### config.mk
export PLATFORM = sky130hd
export DESIGN_NAME = audio_serial_tx
export DESIGN_NICKNAME = d
export VERILOG_FILES = /design/src/rtl/audio_serial_tx.sv
export SDC_FILE = /design/constraint.sdc
export NUM_CORES = 1
export LEC_CHECK = 0
export CORE_ASPECT_RATIO = 1.1
export CORE_UTILIZATION = 35
export CTS_CLUSTER_DIAMETER = 60
export DETAILED_ROUTE_END_ITERATION = 10
export PLACE_DENSITY = 0.55
export SLEW_MARGIN = 20
export SYNTH_ARGS = -nofsm -noshare
export SYNTH_HDL_FRONTEND = slang
export SYNTH_SLANG_ARGS = --single-unit
### constraint.sdc
create_clock -name clk -period 3.4 [get_ports clk]
set_input_delay 0.68 -clock clk [delete_from_list [all_inputs] [get_ports clk]]
set_output_delay 0.68 -clock clk [all_outputs]
set_load 0.005 [all_outputs]
### src/rtl/audio_serial_tx.sv
// ---------------------------------------------------------------------------
// audio_serial_tx
//
// Buffers 16-bit signed audio samples in a small FIFO and serialises them as
// an I2S mono stream.  Each 32-slot frame pops one sample from the buffer and
// sends it on both the left and the right channel, MSB first.  If no sample is
// buffered when a frame begins, the frame carries silence and a one-cycle
// underrun pulse is raised.
//
// Parameters
//   BCLK_DIV     clk cycles per bclk half-period (2..255)
//   FIFO_DEPTH   sample buffer entries (power of two, 2..16)
//
// Ports
//   clk          single clock; all state changes on its rising edge
//   rst_n        asynchronous active-low reset
//   sample_valid a sample is offered this cycle
//   sample_in    16-bit two's-complement sample
//   sample_ready buffer can accept a sample (registered count below depth)
//   bclk         serial bit clock, period 2*BCLK_DIV clk cycles
//   lrclk        word select, 0 = left, 1 = right
//   sdata        serial data, MSB first, I2S alignment
//   underrun     one-cycle pulse when a frame starts with the buffer empty
// ---------------------------------------------------------------------------
module audio_serial_tx #(
    parameter int BCLK_DIV   = 8,
    parameter int FIFO_DEPTH = 4
) (
    input  logic        clk,
    input  logic        rst_n,
    input  logic        sample_valid,
    input  logic [15:0] sample_in,
    output logic        sample_ready,
    output logic        bclk,
    output logic        lrclk,
    output logic        sdata,
    output logic        underrun
);

    localparam int PTR_W = $clog2(FIFO_DEPTH);
    localparam int CNT_W = PTR_W + 1;
    localparam int DIV_W = $clog2(BCLK_DIV);

    logic [15:0]      fifoMem_q [FIFO_DEPTH];
    logic [PTR_W-1:0] wrPtr_q, wrPtr_d;
    logic [PTR_W-1:0] rdPtr_q, rdPtr_d;
    logic [CNT_W-1:0] count_q, count_d;
    logic [DIV_W-1:0] divCnt_q, divCnt_d;
    logic             bclk_q, bclk_d;
    logic [4:0]       slot_q, slot_d;
    logic [15:0]      frameWord_q, frameWord_d;
    logic             lrclk_q, lrclk_d;
    logic             sdata_q, sdata_d;
    logic             underrun_q, underrun_d;

    logic             divTerm;
    logic             shiftEvt;
    logic             frameStart;
    logic             fifoEmpty;
    logic             pushEn;
    logic             popEn;

    // Readiness comes from the registered count only, so a pop happening in
    // the same cycle never lets a full buffer take another sample.
    assign sample_ready = (count_q < CNT_W'(FIFO_DEPTH));

    // Next-state logic.  The shift event is the bclk 1->0 toggle; the slot
    // counter, lrclk and sdata only move on that edge.  Entering slot 0 is the
    // frame boundary where the buffer head is consumed.  The pop looks at the
    // registered count, so a push landing on the boundary of an empty buffer
    // still underruns and the pushed sample waits for the next frame.
    always_comb begin
        divTerm     = (divCnt_q == DIV_W'(BCLK_DIV - 1));
        shiftEvt    = divTerm && bclk_q;
        frameStart  = shiftEvt && (slot_q == 5'd31);
        fifoEmpty   = (count_q == '0);
        pushEn      = sample_valid && sample_ready;
        popEn       = frameStart && !fifoEmpty;

        divCnt_d    = divTerm ? '0 : divCnt_q + DIV_W'(1);
        bclk_d      = divTerm ? ~bclk_q : bclk_q;
        slot_d      = shiftEvt ? slot_q + 5'd1 : slot_q;

        frameWord_d = frameWord_q;
        if (frameStart) begin
            frameWord_d = fifoEmpty ? 16'h0000 : fifoMem_q[rdPtr_q];
        end

        lrclk_d = lrclk_q;
        sdata_d = sdata_q;
        if (shiftEvt) begin
            // lrclk switches one slot ahead of each word's MSB.
            lrclk_d = (slot_d >= 5'd15) && (slot_d <= 5'd30);
            // Slot s carries bit 15-s on the left and 31-s on the right; both
            // reduce to the inverted low nibble of the slot number.
            sdata_d = frameWord_d[~slot_d[3:0]];
        end

        underrun_d = frameStart && fifoEmpty;

        wrPtr_d = pushEn ? wrPtr_q + PTR_W'(1) : wrPtr_q;
        rdPtr_d = popEn  ? rdPtr_q + PTR_W'(1) : rdPtr_q;
        count_d = count_q + CNT_W'(pushEn) - CNT_W'(popEn);
    end

    // Sample storage needs no reset: the count alone decides what is valid.
    always_ff @(posedge clk) begin
        if (pushEn) begin
            fifoMem_q[wrPtr_q] <= sample_in;
        end
    end

    // Control and output registers.  Slot starts at 31 so the first shift
    // event after reset enters slot 0 and loads a frame.
    always_ff @(posedge clk or negedge rst_n) begin
        if (!rst_n) begin
            wrPtr_q     <= '0;
            rdPtr_q     <= '0;
            count_q     <= '0;
            divCnt_q    <= '0;
            bclk_q      <= 1'b0;
            slot_q      <= 5'd31;
            frameWord_q <= 16'h0000;
            lrclk_q     <= 1'b0;
            sdata_q     <= 1'b0;
            underrun_q  <= 1'b0;
        end else begin
            wrPtr_q     <= wrPtr_d;
            rdPtr_q     <= rdPtr_d;
            count_q     <= count_d;
            divCnt_q    <= divCnt_d;
            bclk_q      <= bclk_d;
            slot_q      <= slot_d;
            frameWord_q <= frameWord_d;
            lrclk_q     <= lrclk_d;
            sdata_q     <= sdata_d;
            underrun_q  <= underrun_d;
        end
    end

    assign bclk     = bclk_q;
    assign lrclk    = lrclk_q;
    assign sdata    = sdata_q;
    assign underrun = underrun_q;

endmodule
# Word-level counts from Yosys, hierarchy flattened
# Memories as Yosys holds them, arrays and structs flattened.
# Index checks and enable logic that the tools add are counted.
dict set report totals {
  regBits 35
  mem_bits_rw 64
  input_bits 19
  wordCells 41
  n_memories 1
}
dict set report classes {
  addsub 6
  n_lt_le_gt_ge 4
  eq_ne 2
  n_mux 8
  bitwise_logic 2
  reduce_logical 8
}
# memory words word_bits read_ports rd_ports_with_merged_regs write_ports line_no
set memory_table {}
lappend memory_table {fifoMem_q 4 16 1 0 1 44} ;# logic [15:0] fifoMem_q [FIFO_DEPTH];
# operator count
set op_table {}
lappend op_table {{2-to-1 mux 16 bit} 2}
lappend op_table {{logical AND 1 bit} 6}
lappend op_table {{adder 5 x 1 -> 5 bit, second input constant} 1}
lappend op_table {{== test 5 bit, second input constant} 1}
lappend op_table {{>= comparator 5 x 4 -> 1 bit, second input constant} 1}
lappend op_table {{<= comparator 5 bit, second input constant} 1}
lappend op_table {{less-than comparator 4 x 5 -> 1 bit, second input constant} 1}
lappend op_table {{2-to-1 mux 5 bit} 1}
lappend op_table {{adder 2 x 1 -> 2 bit, second input constant} 2}
lappend op_table {{binary-select mux 1 bit (select 4 bit)} 1}
lappend op_table {{NOT 4 bit} 1}
lappend op_table {{adder 3 x 1 -> 3 bit} 1}
lappend op_table {{adder 3 x 1 -> 3 bit, second input constant} 1}
lappend op_table {{== test 3 bit, second input constant} 1}
lappend op_table {{zero test 3 bit} 1}
lappend op_table {{less-than comparator 3 bit, second input constant} 1}
lappend op_table {{2-to-1 mux 1 bit} 3}
lappend op_table {{2-to-1 mux 3 bit} 1}
lappend op_table {{subtractor 3 x 1 -> 3 bit} 1}
lappend op_table {{zero test 1 bit} 1}
lappend op_table {{NOT 1 bit} 1}

# Logic depth before layout (Yosys ltp)
# Gate-level depths: netlist of run 1.
dict set report logic_depth {
  word_depth 6
  ltp_mapped 14
  mapped_depth_nobuf 11
}

# Worst setup path before layout of run 1
# Ideal clock, no wire load.
dict set report synth_path {
  path_type {flip-flop to flip-flop}
  from {register slot_q[1]}
  to {register count_q[2]}
  setup_ns 0.123
  arrival_time_ns 2.846
  required_ns 3.277
  setup_slack_ns 0.431
  stages_incl_launch_ff 15
  n_path_buf 3
  period_less_slack_ns 2.969
  cell_sequence {dfstp_2 ha_1 and3_1 ha_1 and3_1 buf_2 and2_4 buf_6 clkbuf_1 ha_1 inv_1 ha_1 fa_1 xnor2_1 xnor2_1}
}
dict set report synth_via {
  elab_chain_len 4
}
# item line_no
set synth_rtl {}
lappend synth_rtl {{start: declaration} 50} ;# logic [4:0] slot_q, slot_d;
lappend synth_rtl {{start signal: assignment} 133} ;# slot_q <= slot_d;
lappend synth_rtl {{== test 5 bit} 75} ;# frameStart = shiftEvt && (slot_q == 5'd31);
lappend synth_rtl {{logical AND 1 bit} 75}
lappend synth_rtl {{logical AND 1 bit} 78} ;# popEn = frameStart && !fifoEmpty;
lappend synth_rtl {{net popEn} 61} ;# logic popEn;
lappend synth_rtl {{subtractor 3 x 1 -> 3 bit} 103} ;# count_d = count_q + CNT_W'(pushEn) - CNT_W'(popEn);
lappend synth_rtl {{net count_d[2]} 47} ;# logic [CNT_W-1:0] count_q, count_d;
lappend synth_rtl {{end signal: assignment} 130} ;# count_q <= count_d;
lappend synth_rtl {{end: declaration} 47}
# The timed path passes the listed nets, and every way through them passes these cells.
# A chain may end at the register's enable or synchronous reset.

# Final worst setup path of run 1
dict set report layout_path {
  from {register slot_q[0]}
  to {register count_q[2]}
}
dict set report layout_via {
  elab_chain_len 4
}
# item line_no
set layout_rtl {}
lappend layout_rtl {{== test 5 bit} 75}
lappend layout_rtl {{logical AND 1 bit} 75}
lappend layout_rtl {{logical AND 1 bit} 78}
lappend layout_rtl {{subtractor 3 x 1 -> 3 bit} 103}
lappend layout_rtl {{net count_d[2]} 47}
# The timed path passes the listed nets, and every way through them passes these cells.

==> results.toml, run 1 <==
[global_routing]
antenna_found_initial = 0
grt_use_total = 0.134
grt-ovfl-total = 0
grt_use_met3 = 0.0273
grt_pass1_wl_mm = 12.2
use_met2 = 0.218
met1_usage = 0.175
grt_max_degree = 36
grt_pass1_vias = 2352
grt-busiest-layer = "met2"

[critical_path]
timing.rr.end = "count_q[2]$_DFF_PN0_"
cpMostUsedCell = "ha_1"
critPathKind = "reg -> reg"
worstPathCellList = "ha_1, and3_1, ha_1, and3_1, and2_4, ha_1, inv_1, ha_1, fa_1, xnor2_1, xnor2_1"
reg2regPathDepth = 11
startpoint = "slot_q[0]$_DFF_PN1_"
crit_arrival_ns = 3.13
slowest_stage = "dfstp_2"
rrSetupSlack_ns = 0.53
slowest_delay_ns = 0.66
endpoint = "count_q[2]$_DFF_PN0_"
crit_fanout = 18
critPathLaunchType = "flop"
required_ns = 3.66
r2r_start = "slot_q[0]$_DFF_PN1_"
cp-end-kind = "flop"

[placed_design]
port_buffers = 23
dp_hpwl_mm = 5.01
gp_routability_congestion = 0.800

[drt]
drt_iter0_markers = 105
remaining_drc_errors = 0
vias = 2228
viasPerCell = 4.90
wl_per_cell_um = 16.2
drt-pass1-iter-count = 4
routed_wl_mm = 7.36
detail-route-antenna-nets = 0

[logic_synthesis]
synthCells = 268
synth_compound_area_frac = 0.0567
synthMostInstantiatedCell = "edfxtp_1"
synth_top_area_share = 0.463
avgSynthCellArea_um2 = 15.5
synthArstFlopShare = 0.354
synthMuxAreaShare = 0.0998
ys_ff_latch = 99
synth_xor_area_frac = 0.0190
ys.flop_type = "edfxtp_1"
synthTopCellsByArea = "edfxtp_1 (46%), dfrtp_1 (18%), mux4_2 (8.7%), dfstp_2 (3.2%), ha_1 (3.0%)"
ys_types = 47
synth_top_area_cell = "edfxtp_1"
synth_edf_count = 64
yosys.area_share.simple = 0.0781
yosysSeqAreaShare = 0.675
synth_top_family_by_area = "multiplexers"
synth_fp_nets = 298
synth_common_cells = "edfxtp_1 (64), dfrtp_1 (30), nand2_1 (29)"
synth-adder-area-share = 0.0350
yosys_warnings = 0
synth_area_um2 = 4150

[sta]
setup_tns_ns = 0
finalHoldViolations = 0
slew_headroom = 0.554
min_period_ns = 2.87
final_max_slew_viol_count = 0
worst_slew_pin_slew_ns = 0.666
period_share = 0.843
fmax_mhz = 349
rsz0062_at_grt = "no"
setup_viol = 0
finalClockSkew_ns = 0.00742

[finish]
antenna_cells = 0
fin_util = 0.422
seq_area_um2 = 2800
multiInputGateArea_um2 = 1200
drive_above_1_share = 0.174
fin_nets = 330
area_delta_synth_final_pct = 16.8
nFillCells = 1062

[die]
die-width_um = 106
std_cell_rows = 41
core_um2 = 11500
dieArea_um2 = 12300
die_y_um = 116
io_pins = 24
initial_core_util = 0.361

[clock_network]
insertion_delay_ns = 0.34
cts_tree = "built"
postCtsSetupRepairBufs = 0
cts_resized = 0
hold_buffers = 0
clockRootBuffer = "clkbuf_16"
clkSlewWorstSetupHoldPaths_ns = 0.07
cts_buffers = 9
cts_sinks = 99
htree_levels = 3
ctsLongestPathBuffers = 2

[pwr]
leakage_uw = 0.00186
ir_worst_vdd_mv = 0.289
pwr_density_cell_nw_per_um2 = 557

[flow_run]
maxCapViolCount = 0

[hold_path]
hold_class = "reg -> reg"

[run_status]
status = "finished, final reports clean"
==> critical path: cells and delay by family, from the launching register on <==
family / cells / cell delay, ns
buffers and inverters: 1 / 0.03
and+or+nand+nor: 3 / 0.65
xor gates and xnor gates: 2 / 0.30
adders and majority gates: 5 / 1.13
DFF: 1 / 0.66
==> placed cells by master (no fill, tap or decap), drive strengths merged, types with 4 or more instances in the layout <==
cell type      synthesis  routed
a21oi                  5       5
a22o                   6       6
and2                   6       6
buf                   10      12
clkbuf                 4      11
clkdlybuf4s50          0      23
dfrtp                 30      30
dfstp                  5       5
edfxtp                64      64
ha                    10      10
inv                   18      20
mux4                  16      16
nand2                 29      29
nand3                  9       9
nor2                   4       4
o21ai                  4       4
o22ai                  4       4
xnor2                  5       5
xor2                   4       4
==> kinds of logic after synthesis <==
family                     Yosys count
AOI/OAI and AO/OA                   33
xor gates and xnor gates             9
adders and majority gates           11
muxes                               21
buffers and inverters               32
and+or+nand+nor                     63
DFF                                 99
==> final cells by class <==
| cell class | count | share of cell area |
|---|---|---|
| Sequential cell | 99 | 0.578 |
| Inverter | 18 | 0.0139 |
| Multi-Input combinational cell | 137 | 0.247 |
| Clock inverter | 5 | 0.00774 |
| Tap cell | 150 | 0.0387 |
| Timing Repair Buffer | 35 | 0.0661 |
| Clock buffer | 11 | 0.0480 |
==> report_power, final <==
group          switching [uW]  internal (uW)  leakage (uW)
Clock                     427            500      0.000123
Sequential               40.4           1430       0.00104
Combinational             171            127      0.000696
Total                     638           2060       0.00186
==> sequential cells by signal, summed over array words and instances, names as in the netlist, 2 cells and up <==
name	cells
slot_q	5
count_q	3
divCnt_q	3
frameWord_q	16
wrPtr_q	2
rdPtr_q	2
fifoMem_q	64
==> stage by stage <==
step	worst slack [ns]	instances	area (um^2)	hold slack [ns]	total power, uW
floorplan	0.431	268	4150	0.384	1680
global placement	0.593	439	4580	0.419	1800
detailed placement	0.534	439	4580	0.432	1810
finish	0.534	455	4850	0.434	2700
CTS	0.525	455	4850	0.441	2740
global route	0.297	455	4850	0.464	2830
==> worst min-delay path by stage <==
stage	startpoint	end	slack, ns	cells past startpoint
2_1_floorplan	rst_n	bclk$_DFFE_PN0N_	0.38	0
3_3_place_gp	divCnt_q[0]$_DFF_PN0_	divCnt_q[0]$_DFF_PN0_	0.42	1
3_5_place_dp	divCnt_q[0]$_DFF_PN0_	divCnt_q[0]$_DFF_PN0_	0.43	1
4_1_cts	divCnt_q[0]$_DFF_PN0_	divCnt_q[0]$_DFF_PN0_	0.44	1
5_1_grt	divCnt_q[0]$_DFF_PN0_	divCnt_q[0]$_DFF_PN0_	0.46	1
6_report	divCnt_q[0]$_DFF_PN0_	divCnt_q[0]$_DFF_PN0_	0.43	1
==> per-layer routing <==
metal	routed length, um	vias up	part of all wire
met4	121	0	0.016
met1	3350	1111	0.46
li1	-	1071	-
met3	241	9	0.033
met5	0	-	0
met2	3650	37	0.50
Note: power is estimated with default switching activity, not from simulation.
==> inputs of run 2 (changes only) <==
- clock period: 3.4 -> 3 ns (I/O delays scaled with it)
==> results.toml, run 2 (synthesis results as in run 1) <==
[run_status]
status = "finished, final reports clean"

[sta]
final_max_slew_viol_count = 0
fin_ws_ns = 0.323
setup_tns_ns = 0
finalClockSkew_ns = 0.0115
worst_slew_pin_slew_ns = 0.454
min_period_ns = 2.68
fmax_mhz = 374
rsz0062_at_grt = "no"
period_share = 0.892
setup_viol = 0
slew_headroom = 0.697
finalHoldViolations = 0

[drt]
viasPerCell = 4.95
drt-pass1-iter-count = 4
vias = 2275
drt_iter0_markers = 129
remaining_drc_errors = 0
routed_wl_mm = 7.32
detail-route-antenna-nets = 0
wl_per_cell_um = 15.9

[finish]
fin_util = 0.426
reg_top3 = "fifoMem_q: 64 flops, frameWord_q: 16 flops, slot_q: 5 flops"
largest_reg_flops = 64
area_delta_synth_final_pct = 17.8
antenna_cells = 0
layout_common_cells = "edfxtp_1 (64), dfrtp_1 (30), nand2_1 (29)"
drive_above_1_share = 0.190
seq_area_um2 = 2800
nFillCells = 1098
multiInputGateArea_um2 = 1200
final_common_cell = "edfxtp_1"
largest-register = "fifoMem_q"
fin_nets = 335

[critical_path]
crit_fanout = 14
slowest_stage = "or4_1"
worstPathCellList = "ha_1, and3_1, ha_1, and3_1, and2_4, buf_4, nand3_2, a31oi_1, or4_1, a221o_1"
critPathLaunchType = "flop"
required_ns = 3.23
crit_arrival_ns = 2.91
cp-end-kind = "flop"
slowest_delay_ns = 0.51
critPathKind = "reg -> reg"

[hold_path]
hold_class = "reg -> reg"

[pwr]
p_seq_frac = 0.541
clkPwrFrac = 0.347
switching_share = 0.240
switchingPower_uw = 739
pwr_density_cell_nw_per_um2 = 630
combPwrFrac = 0.112
ir_worst_vdd_mv = 0.346
p_int_uw = 2340
leakage_uw = 0.00189

[die]
initial_core_util = 0.361
dieArea_um2 = 12300
die_y_um = 116
io_pins = 24
core_um2 = 11500
die-width_um = 106
std_cell_rows = 41

[global_routing]
grt_pass1_wl_mm = 12.6
grt-busiest-layer = "met2"
use_met2 = 0.227
grt_max_degree = 36
antenna_found_initial = 0
grt_pass1_vias = 2422
grt_use_met3 = 0.0340
grt_use_total = 0.138
met1_usage = 0.176
grt-ovfl-total = 0

[clock_network]
hold_buffers = 0
cts_resized = 0
clkSlewWorstSetupHoldPaths_ns = 0.07
cts_buffers = 9
cts_tree = "built"
clockRootBuffer = "clkbuf_16"
postCtsSetupRepairBufs = 0
ctsLongestPathBuffers = 2
htree_levels = 3
insertion_delay_ns = 0.34
cts_sinks = 99

[placed_design]
gp_routability_congestion = 0.752
place_ws_ns = 0.337
port_buffers = 23
dp_hpwl_mm = 4.93

[flow_run]
maxCapViolCount = 0
-- run 2: cell types whose count changed in the layout (fill, tap and decap cells not counted) --
cell        before  now
buf_4           12   17
clkinvlp_4       2    0
clkbuf_1         2    1
clkinv_2         0    1
clkinv_4         0    1
inv_8            0    1
-- run 2: worst paths after layout --
path,startpoint,to,slack [ns],depth (start not counted)
max in group asynchronous,rst_n,slot_q[1]$_DFF_PN1_,1.98,2
max,slot_q[1]$_DFF_PN1_,sdata$_DFFE_PN0P_,0.32,10
min reg2reg,divCnt_q[0]$_DFF_PN0_,divCnt_q[0]$_DFF_PN0_,0.43,1
min,divCnt_q[0]$_DFF_PN0_,divCnt_q[0]$_DFF_PN0_,0.43,1
min in group asynchronous,rst_n,lrclk$_DFFE_PN0P_,0.68,2
max reg2reg,slot_q[1]$_DFF_PN1_,sdata$_DFFE_PN0P_,0.32,10
-- run 2: stage by stage --
| step | area (um^2) | cells | hold WS (ns) | power (uW) |
|---|---|---|---|---|
| after floorplan | 4150 | 268 | 0.304 | 1910 |
| after global placement | 4610 | 444 | 0.428 | 2040 |
| after detailed placement | 4610 | 444 | 0.426 | 2060 |
| after CTS | 4890 | 460 | 0.436 | 3130 |
| after global routing | 4890 | 460 | 0.450 | 3240 |
| final | 4890 | 460 | 0.430 | 3080 |
-- run 2: power by group through the flow --
stage | clock, uW | sequential, uW | combinational, uW
finish | 1070 | 1670 | 344
global route | 1160 | 1680 | 392
CTS | 1110 | 1670 | 356
detailed placement | 0 | 1700 | 358
global placement | 0 | 1690 | 353
floorplan | 0 | 1680 | 223
-- run 2: final cells by class --
type	instances	area share
clock inverter	6	0.00972
timing repair buffer	40	0.0732
inverter	18	0.0138
tap	150	0.0384
clock buffer	10	0.0468
multi-input combinational	137	0.245
sequential	99	0.573
-- run 2: critical path, delay by kind of cell, from the launching register on --
family                   cells  cell delay (ns)
buffers and inverters        1             0.19
AND/OR/NAND/NOR              5             1.18
adder cells (fa/ha/maj)      2             0.42
AO/OA/AOI/OAI                2             0.39
flip-flops                   1             0.39
-- run 2: layer usage --
metal	wire length [um]	part of all wire
met5	0	0
met4	137	0.019
met3	233	0.032
met2	3560	0.49
met1	3390	0.46
